`config.mk`:
```
export PLATFORM = sky130hd
export DESIGN_NAME = mult_add_npairs_acc
export DESIGN_NICKNAME = d
export VERILOG_FILES = /design/src/rtl/mult_add_pkg.sv /design/src/rtl/parl_add_tree.sv /design/src/rtl/mult_add_npairs_acc.sv
export SDC_FILE = /design/constraint.sdc
export NUM_CORES = 1
export LEC_CHECK = 0
export ABC_CLOCK_PERIOD_IN_PS = 3800
export BUFFER_PORTS_ARGS = -buffer_cell sky130_fd_sc_hd__buf_2
export CAP_MARGIN = 20
export CORE_MARGIN = 1.5
export CORE_UTILIZATION = 50
export DETAILED_ROUTE_END_ITERATION = 16
export GPL_TIMING_DRIVEN = 0
export PLACE_DENSITY = 0.72
export SYNTH_ARGS = -nofsm -noshare
export SYNTH_HDL_FRONTEND = slang
export SYNTH_SLANG_ARGS = --single-unit
```
`constraint.sdc`:
```
create_clock -name macc_clk -period 3.8 [get_ports macc_clk]
set_input_delay 0 -clock macc_clk [delete_from_list [all_inputs] [get_ports macc_clk]]
set_output_delay 0 -clock macc_clk [all_outputs]
set_load 0.02 [all_outputs]
```
`src/rtl/mult_add_pkg.sv`:
```
// mult_add_pkg: shared width helpers and operand type for mult_add_npairs_acc
// and its adder tree.
// Build option: MULT_ADD_SIGNED_EN selects two's-complement operands and sign
// extension throughout; when undefined everything is unsigned/zero-extended.
package mult_add_pkg;

`ifdef MULT_ADD_SIGNED_EN
   localparam bit SIGNED_EN = 1'b1;
`else
   localparam bit SIGNED_EN = 1'b0;
`endif

   // Operand type at the default operand width, for code that handles single
   // operands outside the packed beat buses.
   localparam int OPERAND_W_DEFAULT = 8;
`ifdef MULT_ADD_SIGNED_EN
   typedef logic signed [OPERAND_W_DEFAULT-1:0] operand_t;
`else
   typedef logic [OPERAND_W_DEFAULT-1:0] operand_t;
`endif

   // Width of one product.
   function automatic int prod_w(input int ow);
      return 2 * ow;
   endfunction

   // Registered adder-tree levels for n leaves (0 for a single leaf).
   function automatic int tree_stages(input int n);
      return (n > 1) ? $clog2(n) : 0;
   endfunction

   // Width of the adder-tree sum: one extra bit per level.
   function automatic int tree_w(input int ow, input int n);
      return prod_w(ow) + tree_stages(n);
   endfunction

   // Result width: room for MAX_BEATS full beats plus one guard bit.
   function automatic int out_w(input int ow, input int n, input int mb);
      return 2 * ow + $clog2(n) + $clog2(mb) + 1;
   endfunction

   // Number of nodes at a given tree level (level 0 = leaves).
   function automatic int level_count(input int n, input int lvl);
      int c;
      c = n;
      for (int i = 0; i < lvl; i++) begin
         c = (c + 1) / 2;
      end
      return c;
   endfunction

endpackage

```
`src/rtl/parl_add_tree.sv`:
```
// parl_add_tree: registered binary adder tree over NUM_LEAVES leaves.
// Each level adds adjacent pairs, widening by one bit; an odd leftover node is
// extended and registered through unchanged. valid/last ride alongside the data
// and every register advances only when en=1.
// Build option: MULT_ADD_SIGNED_EN selects sign extension (via mult_add_pkg).
module parl_add_tree
   import mult_add_pkg::*;
#(
   parameter int NUM_LEAVES = 5,
   parameter int LEAF_W     = 16
) (
   input  logic                                         clk,
   input  logic                                         rst_b,
   input  logic                                         en,
   input  logic                                         in_valid,
   input  logic                                         in_last,
   input  logic [NUM_LEAVES*LEAF_W-1:0]                 leaves,
   output logic [LEAF_W+tree_stages(NUM_LEAVES)-1:0]    sum,
   output logic                                         out_valid,
   output logic                                         out_last
);

   localparam int STAGES = tree_stages(NUM_LEAVES);

   genvar gi, gj;
   generate
      for (gi = 0; gi <= STAGES; gi++) begin : g_lvl
         localparam int CNT = level_count(NUM_LEAVES, gi);
         localparam int W   = LEAF_W + gi;

         logic [CNT*W-1:0] node_flat;
         logic             valid;
         logic             last;

         if (gi == 0) begin : g_leaf
            assign node_flat = leaves;
            assign valid     = in_valid;
            assign last      = in_last;
         end else begin : g_add
            localparam int PCNT = level_count(NUM_LEAVES, gi - 1);
            localparam int PW   = W - 1;

            for (gj = 0; gj < CNT; gj++) begin : g_node
               logic [PW-1:0] lhs;
               logic [W-1:0]  node_next;
               logic [W-1:0]  node_reg;

               assign lhs = g_lvl[gi-1].node_flat[2*gj*PW +: PW];

               if (2 * gj + 1 < PCNT) begin : g_pair
                  logic [PW-1:0] rhs;
                  assign rhs       = g_lvl[gi-1].node_flat[(2*gj+1)*PW +: PW];
                  assign node_next = {SIGNED_EN & lhs[PW-1], lhs}
                                   + {SIGNED_EN & rhs[PW-1], rhs};
               end else begin : g_pass
                  assign node_next = {SIGNED_EN & lhs[PW-1], lhs};
               end

               // One tree node: register the pair sum (or the passed-through leftover).
               always_ff @(posedge clk or negedge rst_b) begin
                  if (!rst_b) begin
                     node_reg <= '0;
                  end else if (en) begin
                     node_reg <= node_next;
                  end
               end

               assign node_flat[gj*W +: W] = node_reg;
            end

            // Sidebands follow the data through this level.
            always_ff @(posedge clk or negedge rst_b) begin
               if (!rst_b) begin
                  valid <= 1'b0;
                  last  <= 1'b0;
               end else if (en) begin
                  valid <= g_lvl[gi-1].valid;
                  last  <= g_lvl[gi-1].last;
               end
            end
         end
      end
   endgenerate

   assign sum       = g_lvl[STAGES].node_flat;
   assign out_valid = g_lvl[STAGES].valid;
   assign out_last  = g_lvl[STAGES].last;

endmodule

```
`src/rtl/mult_add_npairs_acc.sv`:
```
// mult_add_npairs_acc: pipelined NUM_PAIRS multiply-add with frame accumulation.
// Pipeline: M (products) -> T (adder tree) -> S (sum aligned to result width)
// -> A (accumulator, beat counter, output register). A single global enable
// (pipe_en) stalls every stage together whenever a result waits unconsumed.
// Build option: MULT_ADD_SIGNED_EN selects signed operands and arithmetic.
module mult_add_npairs_acc
   import mult_add_pkg::*;
#(
   parameter int OPERAND_WIDTH = 8,
   parameter int NUM_PAIRS     = 5,
   parameter int MAX_BEATS     = 16,
   parameter int OUTPUT_WIDTH  = out_w(OPERAND_WIDTH, NUM_PAIRS, MAX_BEATS)
) (
   input  logic                               macc_clk,
   input  logic                               macc_rst_b,
   input  logic                               macc_in_valid_i,
   output logic                               macc_in_ready_o,
   input  logic                               macc_in_last_i,
   input  logic [NUM_PAIRS*OPERAND_WIDTH-1:0] macc_in_a_i,
   input  logic [NUM_PAIRS*OPERAND_WIDTH-1:0] macc_in_b_i,
   output logic                               macc_out_valid_o,
   input  logic                               macc_out_ready_i,
   output logic [OUTPUT_WIDTH-1:0]            macc_out_data_o,
   output logic                               macc_out_ovf_o
);

   localparam int PROD_W = prod_w(OPERAND_WIDTH);
   localparam int TREE_W = tree_w(OPERAND_WIDTH, NUM_PAIRS);
   localparam int CNT_W  = $clog2(MAX_BEATS + 2);

   localparam logic [CNT_W-1:0] CNT_FULL = CNT_W'(MAX_BEATS);
   localparam logic [CNT_W-1:0] CNT_SAT  = CNT_W'(MAX_BEATS + 1);

   // ------------------------------------------------------------------
   // Flow control: the whole pipe moves unless a result is waiting.
   // ------------------------------------------------------------------
   logic out_valid_reg;
   logic pipe_en;

   assign pipe_en         = ~out_valid_reg | macc_out_ready_i;
   assign macc_in_ready_o = pipe_en;

   // ------------------------------------------------------------------
   // Stage M: one product per pair. Operands are extended to the product
   // width first so a plain truncating multiply is exact in both builds.
   // ------------------------------------------------------------------
   logic [NUM_PAIRS*PROD_W-1:0] prod_next;
   logic [NUM_PAIRS*PROD_W-1:0] prod_reg;
   logic                        m_valid_reg;
   logic                        m_last_reg;

   genvar gi;
   generate
      for (gi = 0; gi < NUM_PAIRS; gi++) begin : g_mult
         logic [OPERAND_WIDTH-1:0] a_op;
         logic [OPERAND_WIDTH-1:0] b_op;
         logic [PROD_W-1:0]        a_ext;
         logic [PROD_W-1:0]        b_ext;

         assign a_op  = macc_in_a_i[gi*OPERAND_WIDTH +: OPERAND_WIDTH];
         assign b_op  = macc_in_b_i[gi*OPERAND_WIDTH +: OPERAND_WIDTH];
         assign a_ext = {{OPERAND_WIDTH{SIGNED_EN & a_op[OPERAND_WIDTH-1]}}, a_op};
         assign b_ext = {{OPERAND_WIDTH{SIGNED_EN & b_op[OPERAND_WIDTH-1]}}, b_op};
         assign prod_next[gi*PROD_W +: PROD_W] = a_ext * b_ext;
      end
   endgenerate

   // Product register with its valid/last sidebands.
   always_ff @(posedge macc_clk or negedge macc_rst_b) begin
      if (!macc_rst_b) begin
         prod_reg    <= '0;
         m_valid_reg <= 1'b0;
         m_last_reg  <= 1'b0;
      end else if (pipe_en) begin
         prod_reg    <= prod_next;
         m_valid_reg <= macc_in_valid_i;
         m_last_reg  <= macc_in_last_i;
      end
   end

   // ------------------------------------------------------------------
   // Stage T: registered adder tree.
   // ------------------------------------------------------------------
   logic [TREE_W-1:0] tree_sum;
   logic              t_valid;
   logic              t_last;

   parl_add_tree #(
      .NUM_LEAVES (NUM_PAIRS),
      .LEAF_W     (PROD_W)
   ) u_tree (
      .clk       (macc_clk),
      .rst_b     (macc_rst_b),
      .en        (pipe_en),
      .in_valid  (m_valid_reg),
      .in_last   (m_last_reg),
      .leaves    (prod_reg),
      .sum       (tree_sum),
      .out_valid (t_valid),
      .out_last  (t_last)
   );

   // ------------------------------------------------------------------
   // Stage S: beat sum extended to the result width, so the accumulator
   // adder sees a register on both inputs.
   // ------------------------------------------------------------------
   logic [OUTPUT_WIDTH-1:0] sum_ext;
   logic [OUTPUT_WIDTH-1:0] s_sum_reg;
   logic                    s_valid_reg;
   logic                    s_last_reg;

   assign sum_ext = {{(OUTPUT_WIDTH-TREE_W){SIGNED_EN & tree_sum[TREE_W-1]}}, tree_sum};

   // Aligned beat-sum register with sidebands.
   always_ff @(posedge macc_clk or negedge macc_rst_b) begin
      if (!macc_rst_b) begin
         s_sum_reg   <= '0;
         s_valid_reg <= 1'b0;
         s_last_reg  <= 1'b0;
      end else if (pipe_en) begin
         s_sum_reg   <= sum_ext;
         s_valid_reg <= t_valid;
         s_last_reg  <= t_last;
      end
   end

   // ------------------------------------------------------------------
   // Stage A: accumulator, beat counter and overflow tracking.
   // The counter holds the number of beats already accumulated in the
   // open frame, so a beat arriving while it equals MAX_BEATS is the
   // first one beyond the guaranteed-exact length.
   // ------------------------------------------------------------------
   logic [OUTPUT_WIDTH-1:0] acc_reg;
   logic [CNT_W-1:0]        beat_cnt_reg;
   logic                    ovf_sticky_reg;
   logic                    acc_empty_reg;
   logic [OUTPUT_WIDTH-1:0] acc_sum;
   logic [CNT_W-1:0]        cnt_next;
   logic                    beat_ovf;
   logic                    beat_take;
   logic                    frame_close;

   assign beat_take   = pipe_en & s_valid_reg;
   assign frame_close = beat_take & s_last_reg;

   // Running sum, saturating counter and overflow flag for the current beat.
   always_comb begin
      acc_sum  = (acc_empty_reg ? '0 : acc_reg) + s_sum_reg;
      beat_ovf = ovf_sticky_reg | (beat_cnt_reg == CNT_FULL);
      cnt_next = beat_cnt_reg;
      if (beat_cnt_reg != CNT_SAT) begin
         cnt_next = beat_cnt_reg + CNT_W'(1);
      end
   end

   // Accumulate mid-frame beats; clear everything when a frame closes.
   always_ff @(posedge macc_clk or negedge macc_rst_b) begin
      if (!macc_rst_b) begin
         acc_reg        <= '0;
         beat_cnt_reg   <= '0;
         ovf_sticky_reg <= 1'b0;
         acc_empty_reg  <= 1'b1;
      end else if (beat_take) begin
         if (s_last_reg) begin
            acc_reg        <= '0;
            beat_cnt_reg   <= '0;
            ovf_sticky_reg <= 1'b0;
            acc_empty_reg  <= 1'b1;
         end else begin
            acc_reg        <= acc_sum;
            beat_cnt_reg   <= cnt_next;
            ovf_sticky_reg <= beat_ovf;
            acc_empty_reg  <= 1'b0;
         end
      end
   end

   // ------------------------------------------------------------------
   // Output register: holds while stalled, reloads on a closing beat,
   // otherwise drops valid once the result has been taken.
   // ------------------------------------------------------------------
   logic [OUTPUT_WIDTH-1:0] out_data_reg;
   logic                    out_ovf_reg;

   // Result hand-off register.
   always_ff @(posedge macc_clk or negedge macc_rst_b) begin
      if (!macc_rst_b) begin
         out_valid_reg <= 1'b0;
         out_data_reg  <= '0;
         out_ovf_reg   <= 1'b0;
      end else if (pipe_en) begin
         out_valid_reg <= frame_close;
         if (frame_close) begin
            out_data_reg <= acc_sum;
            out_ovf_reg  <= beat_ovf;
         end
      end
   end

   assign macc_out_valid_o = out_valid_reg;
   assign macc_out_data_o  = out_data_reg;
   assign macc_out_ovf_o   = out_ovf_reg;

endmodule

```
[After elaboration in Yosys (flattened, before gate mapping)]
Cells that the tools add are included.
Operators by class
  add/subtract/negate cells: 6
  multipliers: 5
  divide/modulo/power cells: 0
  magnitude comparators: 0
  equal/unequal tests: 2
  shifts and indexed selects: 0
  muxes and demuxes: 6
  bitwise logic cells: 5
  reduce and logical (&&, ||, !) cells: 3
Operators by type and width (number)
  8-bit by 8-bit multiplier with 16-bit output: 5
  24-bit 2-to-1 mux: 2
  16-bit by 16-bit adder with 17-bit output: 2
  24-bit by 19-bit adder with 24-bit output: 1
  18-bit by 16-bit adder with 19-bit output: 1
  17-bit by 17-bit adder with 18-bit output: 1
  5-bit 2-to-1 mux: 2
  5-bit by 1-bit adder with 5-bit output, second input constant: 1
  5-bit equality test, second input constant: 1
  5-bit != test, second input constant: 1
  2-bit AND reduction: 2
  1-bit AND: 2
  1-bit 2-to-1 mux: 2
  1-bit bitwise OR: 2
  2-bit nonzero test: 1
  1-bit inverter: 1
Storage, ports and cells
  bits in registers: 269
  bits in latches: 0
  RAM bits: 0
  ROM bits: 0
  bits of input ports: 85
  output and inout bits: 27
  logic and storage cells: 52
  memories kept: 0

[Logic depth before layout (Yosys ltp)]
Gate-level depths: netlist of run 1.
  depth after elaboration: 5
  gate-level depth with buffers: 17
  mapped depth without buffers: 17

[Cells and area by module]
A second synthesis of run 1 with hierarchy kept.
Unflattened totals
  cell total of the unflattened synthesis: 2591
  area total of the unflattened synthesis: 24350.9 µm²
By module, submodules not included
  mult_add_npairs_acc: instances 1, cells an instance 1940, area an instance 17456.7 µm², sequential area each 4005.1 µm²
  parl_add_tree: instances 1, cells an instance 651, area an instance 6894.1 µm², sequential area each 2727.6 µm²

[Worst setup path before layout of run 1]
OpenSTA, ideal clock, no wires.
  path type: input to register
  start: in macc_in_b_i[39]
  end: reg prod_reg[78]
  library setup time: 0.138 ns
  data arrival time: 3.736 ns
  required time: 3.662 ns
  path slack: -0.074 ns
  stages: 15
  buffers on the path: 0
  path through: and2_1 -> fa_1 -> fa_1 -> fa_1 -> inv_1 -> fa_1 -> inv_1 -> ha_1 -> o21a_1 -> o21a_1 -> o21a_1 -> a21o_1 -> a221o_1 -> nand4b_1 -> o211ai_1
On the way
  word-level cells in the longest chain between the ends: 1
Ends and longest elaborated chain
  from (decl): line mult_add_npairs_acc.sv:20  | input logic [NUM_PAIRS*OPERAND_WIDTH-1:0] macc_in_b_i,
  8-bit by 8-bit multiplier with 16-bit output: line mult_add_npairs_acc.sv:64  | assign prod_next[gi*PROD_W +: PROD_W] = a_ext * b_ext;
  to (signal assigned): line mult_add_npairs_acc.sv:75  | prod_reg <= prod_next;
  to (decl): line mult_add_npairs_acc.sv:48  | logic [NUM_PAIRS*PROD_W-1:0] prod_reg;
No other way between the ends.
A chain may end at the register's enable or synchronous reset.

[Worst setup path in the final report of run 1]
  start: in macc_in_b_i[26]
  end: reg prod_reg[63]
The elaborated chain is that of the path after synthesis.

==> impl_metrics.py, run 1 <==
metrics = {
    "outcome": {
        "status": "finished with violations",
        "violations": "negative hold slack",
    },
    "critical_path": {
        "critPathCaptureType": "flop",
        "path_class": "input port to flop",
        "r2r-start": "macc_out_valid_o",
        "reg2reg_depth": 8,
        "cpMostUsedCell": "fa_1",
        "r2r_end": "prod_reg[0]",
        "crit_cells": 15,
        "critPathArrivalTime_ns": 4.04,
        "path_buf_inv": 3,
        "crit_fanout": 8,
        "cp.required_ns": 4.19,
        "endpoint": "prod_reg[63]",
        "cp-startpoint": "macc_in_b_i[26]",
        "max_stage_delay_ns": 0.50,
        "path_delay_family": "adder cells",
        "crit_slowest_cell": "fa_1",
        "rrSetupSlack_ns": 0.19,
        "worst_setup_path_start_kind": "input port",
        "crit_chain": "buf_2 > and2_1 > fa_1 > fa_1 > fa_1 > inv_1 > fa_1 > inv_1 > ha_1 > o21a_1 > and3_1 > a21boi_1 > a21oi_1 > o21ai_0 > a31oi_1",
    },
    "clock_network": {
        "cts_root_buf": "clkbuf_16",
        "clk_latency_ns": 0.55,
        "htree_levels": 1,
        "clock-sinks": 269,
        "cts_made_buffers": 29,
        "clockBufferDepth": 3,
        "path_clk_slew_ns": 0.06,
        "cts_tree": "done",
    },
    "power": {
        "p_sw_mw": 10.66,
        "power_density_mw_per_mm2": 828.8,
        "clock_power_share": 0.123,
        "swShare": 0.4721,
        "p_leak_nw": 13.60,
        "p_comb_frac": 0.639,
        "intPower_mw": 11.91,
        "seq_power_share": 0.238,
        "ir_drop_uv": 425.3,
    },
    "route": {
        "drt_iter0_markers": 1311,
        "ant_nets": 0,
        "drc": 0,
        "wl_mm": 64.72,
        "drt_pass1_iterations": 6,
        "vias": 19850,
        "viasPerCell": 5.537,
        "routedWlPerCell_um": 18.05,
    },
    "logic_synthesis": {
        "synth_edf_count": 0,
        "synth.net_count": 3277,
        "synth_warnings": 0,
        "synthMuxAreaShare": 0.009213,
        "synthesis.area_mm2": 0.02458,
        "ys_seq_area_frac": 0.2739,
        "synthArstFlopShare": 1.000,
        "synthAdderAreaFrac": 0.2866,
        "synth-seq-cells": 269,
        "syn_inst": 2740,
        "synth_area_per_cell_um2": 8.972,
        "synth-xor-area-share": 0.03349,
        "synthSimpleGateAreaFrac": 0.2117,
        "synthFlopType": "dfrtp_1",
        "yosysUniqueCellTypes": 72,
        "synth_top_family_by_area": "adder cells",
        "synth-compound-area-share": 0.1298,
    },
    "die": {
        "core_mm2": 0.04875,
        "std_cell_rows": 81,
        "ios": 112,
        "die_w_um": 224.7,
        "die_h_um": 224.7,
        "die-area_mm2": 0.05050,
        "initial_utilization": 0.5043,
    },
    "layout": {
        "multi_input_area_mm2": 0.01660,
        "fillCellCount": 4359,
        "mostFrequentLayoutCells": "nand2_1, inv_1, dfrtp_1",
        "antenna_cells": 0,
        "mostFrequentLayoutCell": "nand2_1",
        "drive_gt1_frac": 0.07600,
        "nNetsFinal": 3436,
        "area_delta_synth_final_pct": 10.79,
        "largest_reg_flops": 84,
        "seq_area_mm2": 0.006733,
    },
    "sta": {
        "finalMaxSlewViolations": 0,
        "whs_ns": -0.01787,
        "finalHoldViolCount": 9,
        "skew_ns": 0.01196,
        "min_period_ns": 3.660,
        "period_share": 0.9631,
        "worst_slew_pin_slew_ns": 1.105,
        "setup_tns_ns": 0,
        "slew_headroom": 0.2635,
        "setup_viol": 0,
        "fmax_mhz": 273.3,
    },
    "min_path": {
        "min_path_type": "input port to async pin",
    },
    "global_route": {
        "overflow": 0,
        "grt_max_degree": 107,
        "grt_pass1_vias": 20050,
        "grt_pass1_wl_mm": 104.7,
        "antenna_found_initial": 0,
        "track_usage": 0.2598,
    },
    "place": {
        "dp_hpwl_mm": 50.62,
        "io_buffers": 111,
        "globalplace.congestion": 0.9374,
    },
    "run": {
        "cap_violations": 0,
    },
}
[cell families (layout without fill, tap and decap cells)]
group / after synthesis / count (layout)
mux: 21 / 21
fa+ha+maj: 452 / 452
compound gates: 494 / 494
flops: 269 / 269
simple gates: 1050 / 1050
buf+inv: 360 / 541
xor+xnor: 94 / 94
[routing by layer]
metal  up-vias  global-route usage  share of wire
li1       9467                   -              -
met1      9732              0.3327           0.42
met2       531              0.4520           0.49
met3       119             0.02221          0.043
met4         0              0.1091          0.046
met5         -                   0              0
[Yosys cell counts (6+ instances only)]
| library cell | n | area share |
|---|---|---|
| a211oi_1 | 27 | 0.0082 |
| a21boi_1 | 7 | 0.0021 |
| a21o_1 | 43 | 0.013 |
| a21oi_1 | 146 | 0.030 |
| a221oi_1 | 9 | 0.0032 |
| a22o_1 | 11 | 0.0039 |
| a31oi_1 | 15 | 0.0038 |
| and2_1 | 253 | 0.064 |
| and3_1 | 16 | 0.0041 |
| buf_1 | 12 | 0.0018 |
| clkbuf_1 | 55 | 0.0084 |
| dfrtp_1 | 268 | 0.27 |
| fa_1 | 185 | 0.15 |
| ha_1 | 267 | 0.14 |
| inv_1 | 290 | 0.044 |
| mux2_2 | 13 | 0.0060 |
| mux2i_1 | 8 | 0.0033 |
| nand2_1 | 426 | 0.065 |
| nand2b_1 | 16 | 0.0041 |
| nand3_1 | 31 | 0.0063 |
| nand4b_1 | 8 | 0.0029 |
| nor2_1 | 135 | 0.021 |
| nor2b_1 | 37 | 0.0094 |
| nor3_1 | 38 | 0.0077 |
| nor3b_1 | 27 | 0.0082 |
| o211a_1 | 6 | 0.0024 |
| o211ai_1 | 11 | 0.0034 |
| o21a_1 | 30 | 0.0092 |
| o21ai_0 | 100 | 0.020 |
| o21ai_1 | 9 | 0.0018 |
| o21bai_1 | 16 | 0.0049 |
| o31ai_1 | 25 | 0.0076 |
| or2_2 | 7 | 0.0018 |
| or3_1 | 15 | 0.0038 |
| or4_1 | 6 | 0.0018 |
| xnor2_1 | 46 | 0.016 |
| xor2_1 | 48 | 0.017 |
[power by group through the flow]
stage	combinational (mW)	clock, mW	sequential [mW]
final	14.4	2.77	5.37
after global routing	16.1	2.92	5.48
after CTS	14.1	2.80	5.33
after detailed placement	14.0	0	5.36
after global placement	13.6	0	5.33
after floorplan	10.4	0	5.09
[how the worst min path moves through the flow]
stage,startpoint,to,slack [ns]
final,macc_rst_b,prod_reg[14],-0.02
after global placement,macc_in_last_i,m_last_reg,0.21
after detailed placement,macc_rst_b,s_sum_reg[12],-0.01
after CTS,macc_rst_b,u_tree.sum[12],0.01
after floorplan,macc_rst_b,acc_reg[0],-0.30
after global routing,macc_rst_b,prod_reg[14],0.02
[timing repair]
item | 4_1_cts | 5_1_grt
hold buffers | 13 | 0
gates resized for setup | 1 | 22
setup endpoints to repair | 3 | 20
pin swaps | 0 | 14
hold endpoints to repair | 276 | 0
setup buffers | 0 | 3
[worst reg2reg max path: cells and delay by family (launching register included)]
family | cells | cell delay (ns)
buf+inv | 5 | 2.62
flops | 1 | 0.37
simple gates | 3 | 0.56
[area by class of cell]
type                       count  share of cell area
clock buffer                  41             0.03051
tap                          664             0.03051
clock inverter                12            0.003767
timing repair buffer         129             0.02839
multi-input combinational   2111              0.6097
buffer                        68            0.009832
sequential                   269              0.2472
inverter                     291             0.04011
[through the flow]
step | std cells | worst slack, ns | power [mW] | area (µm²) | util
after floorplan | 2740 | -0.06157 | 15.52 | 24610 | -
after global placement | 3515 | -2.195 | 18.92 | 26000 | 0.5333
after detailed placement | 3517 | -0.5000 | 19.35 | 26060 | 0.5346
after CTS | 3583 | 0.01068 | 22.27 | 27130 | 0.5565
after global routing | 3585 | -0.008307 | 24.48 | 27230 | 0.5587
final | 3585 | 0.1404 | 22.57 | 27230 | 0.5587
(Power assumes the default switching activity.)
==> inputs of run 2 (changes only) <==
CTS_BUF_LIST = sky130_fd_sc_hd__clkbuf_8   (was not set)
==> run 2 against run 1 <==
The flow now finishes without violations. Sequential cell count did not move. Setup slack worse by 0.059 ns. Utilization grew 0.14 points. Sequential power about the same. Fmax fell by 1.6%. Worst hold slack improved by 0.039 ns. Clock skew grew 0.019 ns. Total power is 0.46% lower. Critical path type unchanged. Critical endpoint unchanged. Highest routed layer unchanged.
==> impl_metrics.py, run 2 (same netlist as run 1, synthesis figures left out) <==
metrics = {
    "critical_path": {
        "endpoint": "prod_reg[63]",
        "rrSetupSlack_ns": 0.20,
        "r2r_end": "prod_reg[32]",
        "crit_fanout": 8,
        "reg2reg_depth": 8,
        "worst_setup_path_start_kind": "input port",
        "r2r-start": "macc_out_valid_o",
        "path_class": "input port to flop",
        "cp.required_ns": 4.30,
        "critPathArrivalTime_ns": 4.21,
        "cp-startpoint": "macc_in_a_i[29]",
        "critPathCaptureType": "flop",
    },
    "die": {
        "die_h_um": 224.7,
        "std_cell_rows": 81,
        "core_mm2": 0.04875,
        "die-area_mm2": 0.05050,
        "ios": 112,
        "initial_utilization": 0.5043,
        "die_w_um": 224.7,
    },
    "sta": {
        "worst_slew_pin_slew_ns": 1.120,
        "skew_ns": 0.03109,
        "setup_viol": 0,
        "slew_headroom": 0.2531,
        "finalWorstSetupSlack_ns": 0.08129,
        "finalMaxSlewViolations": 0,
        "finalHoldViolCount": 0,
        "rsz0062_at_grt": "yes",
        "min_period_ns": 3.719,
        "period_share": 0.9786,
        "fmax_mhz": 268.9,
    },
    "place": {
        "io_buffers": 111,
        "placed_cells": 3517,
        "dp_hpwl_mm": 50.62,
        "globalplace.congestion": 0.9374,
        "dpl_worst_slack_ns": -0.5000,
    },
    "clock_network": {
        "cts_tree": "done",
        "clockBufferDepth": 3,
        "cts_made_buffers": 45,
        "clock-sinks": 269,
        "clk_latency_ns": 0.59,
        "htree_levels": 2,
        "path_clk_slew_ns": 0.06,
        "cts_root_buf": "clkbuf_8",
    },
    "global_route": {
        "grt_max_degree": 107,
        "antenna_found_initial": 0,
        "track_usage": 0.2624,
        "grt_pass1_vias": 20300,
        "grt_pass1_wl_mm": 105.2,
        "overflow": 0,
    },
    "layout": {
        "area_delta_synth_final_pct": 11.06,
        "nNetsFinal": 3455,
        "drive_gt1_frac": 0.08226,
        "fillCellCount": 4339,
        "antenna_cells": 0,
        "mostFrequentLayoutCell": "nand2_1",
        "post-route-util": 0.5600,
        "largest_reg_flops": 84,
        "mostFrequentLayoutCells": "nand2_1, inv_1, dfrtp_1",
        "instances_no_fill": 3618,
    },
    "route": {
        "drt_iter0_markers": 1180,
        "drt_pass1_iterations": 5,
        "wl_mm": 64.98,
        "drc": 0,
        "ant_nets": 0,
        "viasPerCell": 5.523,
        "vias": 19980,
        "routedWlPerCell_um": 17.96,
    },
    "run": {
        "cap_violations": 0,
    },
    "power": {
        "p_comb_frac": 0.638,
        "clock_power_share": 0.123,
        "seq_power_share": 0.239,
        "power_density_mw_per_mm2": 822.9,
        "intPower_mw": 11.82,
        "swShare": 0.4738,
        "ir_drop_uv": 343.1,
        "p_leak_nw": 13.73,
        "p_sw_mw": 10.64,
    },
    "outcome": {
        "status": "completed",
    },
    "min_path": {
        "hold_depth": 5,
        "min_path_type": "input port to flop",
    },
}
==> run 2: cell count changes in the layout (fill, tap and decap cells not counted), sizes merged <==
cell	before	now
inv	292	303
clkinv	6	7
clkinvlp	4	1
clkbuf	96	117
dlygate4sd3	13	16
==> run 2: metal layers <==
metal / vias up / track usage / part of all wire
met5: - / 0 / 0
met4: 0 / 0.1132 / 0.044
met3: 125 / 0.03214 / 0.047
met2: 539 / 0.4547 / 0.49
met1: 9802 / 0.3299 / 0.42
li1: 9518 / - / -
==> run 2: worst max-delay path, cell delays in order <==
cell	delay, ns
buf_2	0.18
nand2_1	0.10
fa_1	0.54
fa_1	0.56
inv_1	0.07
fa_1	0.49
inv_1	0.05
fa_1	0.47
inv_1	0.04
ha_1	0.30
a21boi_0	0.46
or3_1	0.21
a21oi_1	0.07
or3_1	0.46
a31oi_1	0.19
==> run 2: worst min-delay path by stage <==
| stage | from | end | slack [ns] |
|---|---|---|---|
| floorplan | macc_rst_b | acc_reg[0] | -0.30 |
| global placement | macc_in_last_i | m_last_reg | 0.21 |
| detailed placement | macc_rst_b | s_sum_reg[12] | -0.01 |
| CTS | macc_in_a_i[8] | prod_reg[17] | 0.009 |
| global route | macc_in_a_i[8] | prod_reg[17] | 0.05 |
| finish | macc_in_a_i[8] | prod_reg[17] | 0.02 |
==> run 2: repair_timing <==
item / CTS / global route
pin swaps: 0 / 6
setup buffers: 0 / 2
hold buffers: 17 / 0
resized for setup: 1 / 15
hold endpoints to repair: 277 / 0
setup endpoints to repair: 8 / 18
==> run 2: power groups by stage <==
| stage | clock, mW | combinational (mW) | sequential [mW] |
|---|---|---|---|
| floorplan | 0 | 10.4 | 5.09 |
| global placement | 0 | 13.6 | 5.33 |
| detailed placement | 0 | 14.0 | 5.36 |
| global route | 2.95 | 16.0 | 5.48 |
| finish | 2.77 | 14.3 | 5.37 |
| CTS | 2.80 | 14.1 | 5.33 |
==> run 2: final cells by class <==
type	instances	area, µm²	area share
Clock buffer	62	853.3	0.03126
Multi-Input combinational cell	2111	16570	0.6068
Tap cell	664	830.8	0.03043
Inverter	291	1092	0.04001
Sequential cell	269	6733	0.2466
Buffer	68	267.8	0.009808
Clock inverter	21	133.9	0.004904
Timing Repair Buffer	132	823.3	0.03016
==> run 2: per-stage QoR <==
| stage | setup TNS (ns) | instance area [µm²] | hold slack [ns] | power (mW) |
|---|---|---|---|---|
| after CTS | 0 | 27240 | 0.008699 | 22.27 |
| after floorplan | -0.06157 | 24610 | -0.2956 | 15.52 |
| after global placement | -585.10 | 26000 | 0.2122 | 18.92 |
| final | 0 | 27300 | 0.02099 | 22.47 |
| after global routing | -0.02478 | 27300 | 0.04907 | 24.43 |
| after detailed placement | -6.863 | 26060 | -0.009997 | 19.35 |
==> inputs of run 3 (changes only) <==
CTS_BUF_LIST = not set   (was sky130_fd_sc_hd__clkbuf_8)
GPL_ROUTABILITY_DRIVEN = 0   (was not set)
==> run 3 against run 2 <==
Sequential power hardly changed. Final cell count shrank 0.86%. Clock-buffer cell count is 21 lower.
==> impl_metrics.py, run 3 (same netlist as run 1, synthesis figures left out) <==
metrics = {
    "layout": {
        "area_delta_synth_final_pct": 10.97,
        "nNetsFinal": 3438,
        "largest_reg_flops": 84,
        "instances_no_fill": 3587,
        "drive_gt1_frac": 0.07595,
        "post-route-util": 0.5596,
        "mostFrequentLayoutCells": "nand2_1, inv_1, dfrtp_1",
        "finalInstanceArea_mm2": 0.02728,
        "antenna_cells": 0,
        "mostFrequentLayoutCell": "nand2_1",
    },
    "run": {
        "cap_violations": 0,
    },
    "global_route": {
        "grt_pass1_wl_mm": 104.2,
        "grt_max_degree": 107,
        "track_usage": 0.2577,
        "grt_pass1_vias": 20390,
        "grt_util_met1": 0.3183,
        "grtUsageMet3": 0.02351,
        "antenna_found_initial": 0,
        "overflow": 0,
        "top_usage_layer": "met2",
        "grt_use_met2": 0.4485,
    },
    "critical_path": {
        "critPathArrivalTime_ns": 4.12,
        "crit_fanout": 8,
        "worst_setup_path_start_kind": "input port",
        "critPathCaptureType": "flop",
        "cp.required_ns": 4.21,
        "path_class": "input port to flop",
    },
    "min_path": {
        "min_path_type": "input port to flop",
    },
    "place": {
        "placed_cells": 3517,
        "dp_hpwl_mm": 50.08,
        "dpl_worst_slack_ns": -0.5454,
        "io_buffers": 111,
        "placed_area_mm2": 0.02606,
    },
    "clock_network": {
        "path_clk_slew_ns": 0.06,
        "clock-sinks": 269,
        "cts_root_buf": "clkbuf_16",
        "cts_made_buffers": 29,
        "cts_tree": "done",
        "htree_levels": 1,
        "clk_latency_ns": 0.57,
        "clockBufferDepth": 3,
    },
    "route": {
        "drt_pass1_iterations": 5,
        "wl_mm": 64.56,
        "ant_nets": 0,
        "viasPerCell": 5.623,
        "vias": 20170,
        "routedWlPerCell_um": 18.00,
        "drc": 0,
        "drt_iter0_markers": 1349,
    },
    "sta": {
        "rsz0062_at_grt": "no",
        "finalHoldViolCount": 0,
        "setup_tns_ns": 0,
        "whs_ns": 0.01633,
        "slew_headroom": 0.2725,
        "worst_slew_pin_slew_ns": 1.091,
        "finalWorstSetupSlack_ns": 0.08831,
        "min_period_ns": 3.712,
        "skew_ns": 0.03092,
        "period_share": 0.9768,
        "fmax_mhz": 269.4,
        "finalMaxSlewViolations": 0,
        "setup_viol": 0,
    },
    "die": {
        "core_mm2": 0.04875,
        "die_h_um": 224.7,
        "die-area_mm2": 0.05050,
        "std_cell_rows": 81,
        "initial_utilization": 0.5043,
        "ios": 112,
        "die_w_um": 224.7,
    },
    "power": {
        "p_total_mw": 22.75,
        "ir_drop_uv": 409.4,
        "p_leak_nw": 13.65,
        "power_density_mw_per_mm2": 834.0,
    },
    "outcome": {
        "status": "completed",
    },
}
[run 3: worst paths after layout]
path,slack (ns),from,end,cells past startpoint
worst max register to register,0.19,macc_out_valid_o,prod_reg[43],7
worst min-delay path,0.02,macc_in_a_i[25],prod_reg[49],5
min in group asynchronous,0.03,macc_rst_b,prod_reg[15],2
max in group asynchronous,2.44,macc_rst_b,macc_out_data_o[16],4
worst min register to register,0.47,u_tree.g_lvl[1].g_add.g_node[2].node_reg[0],u_tree.g_lvl[1].g_add.g_node[2].node_reg[0],2
worst max-delay path,0.09,macc_in_a_i[29],prod_reg[63],15
[run 3: area by class of cell]
type / count / area [µm²]
clock buffer: 41 / 850.8
multi-input combinational: 2111 / 16570
buffer: 69 / 285.3
sequential: 269 / 6733
inverter: 291 / 1092
fill: 4318 / 21470
clock inverter: 12 / 132.6
timing repair buffer: 130 / 780.7
tap: 664 / 830.8
[run 3: what timing repair did]
| item | 4_1_cts | 5_1_grt |
|---|---|---|
| hold buffers | 13 | 0 |
| resized for setup | 0 | 24 |
| buffers inserted | 0 | 4 |
| setup endpoints to repair | 0 | 35 |
| hold endpoints to repair | 99 | 0 |
[run 3: worst max-delay path, cell delays in order]
cell,delay (ns)
buf_2,0.18
nand2_1,0.10
fa_1,0.51
fa_1,0.55
inv_1,0.06
fa_1,0.47
inv_1,0.05
fa_1,0.47
inv_1,0.04
ha_1,0.30
a21boi_0,0.50
or3_1,0.21
a21oi_1,0.07
o21ai_0,0.46
a31oi_1,0.15
[run 3: metal layers]
metal | wire, µm | part of all wire
met1 | 26500 | 0.41
met2 | 31220 | 0.48
met3 | 3181 | 0.049
met4 | 3660 | 0.057
met5 | 0 | 0
[run 3: power breakdown]
group          leakage (nW)  switching, mW  total (mW)  internal [mW]
Sequential             3.24           1.01        5.35           4.34
Clock                 0.479           1.20        2.89           1.69
Combinational          9.93           8.54        14.5           5.97
Total                  13.7           10.7        22.8           12.0
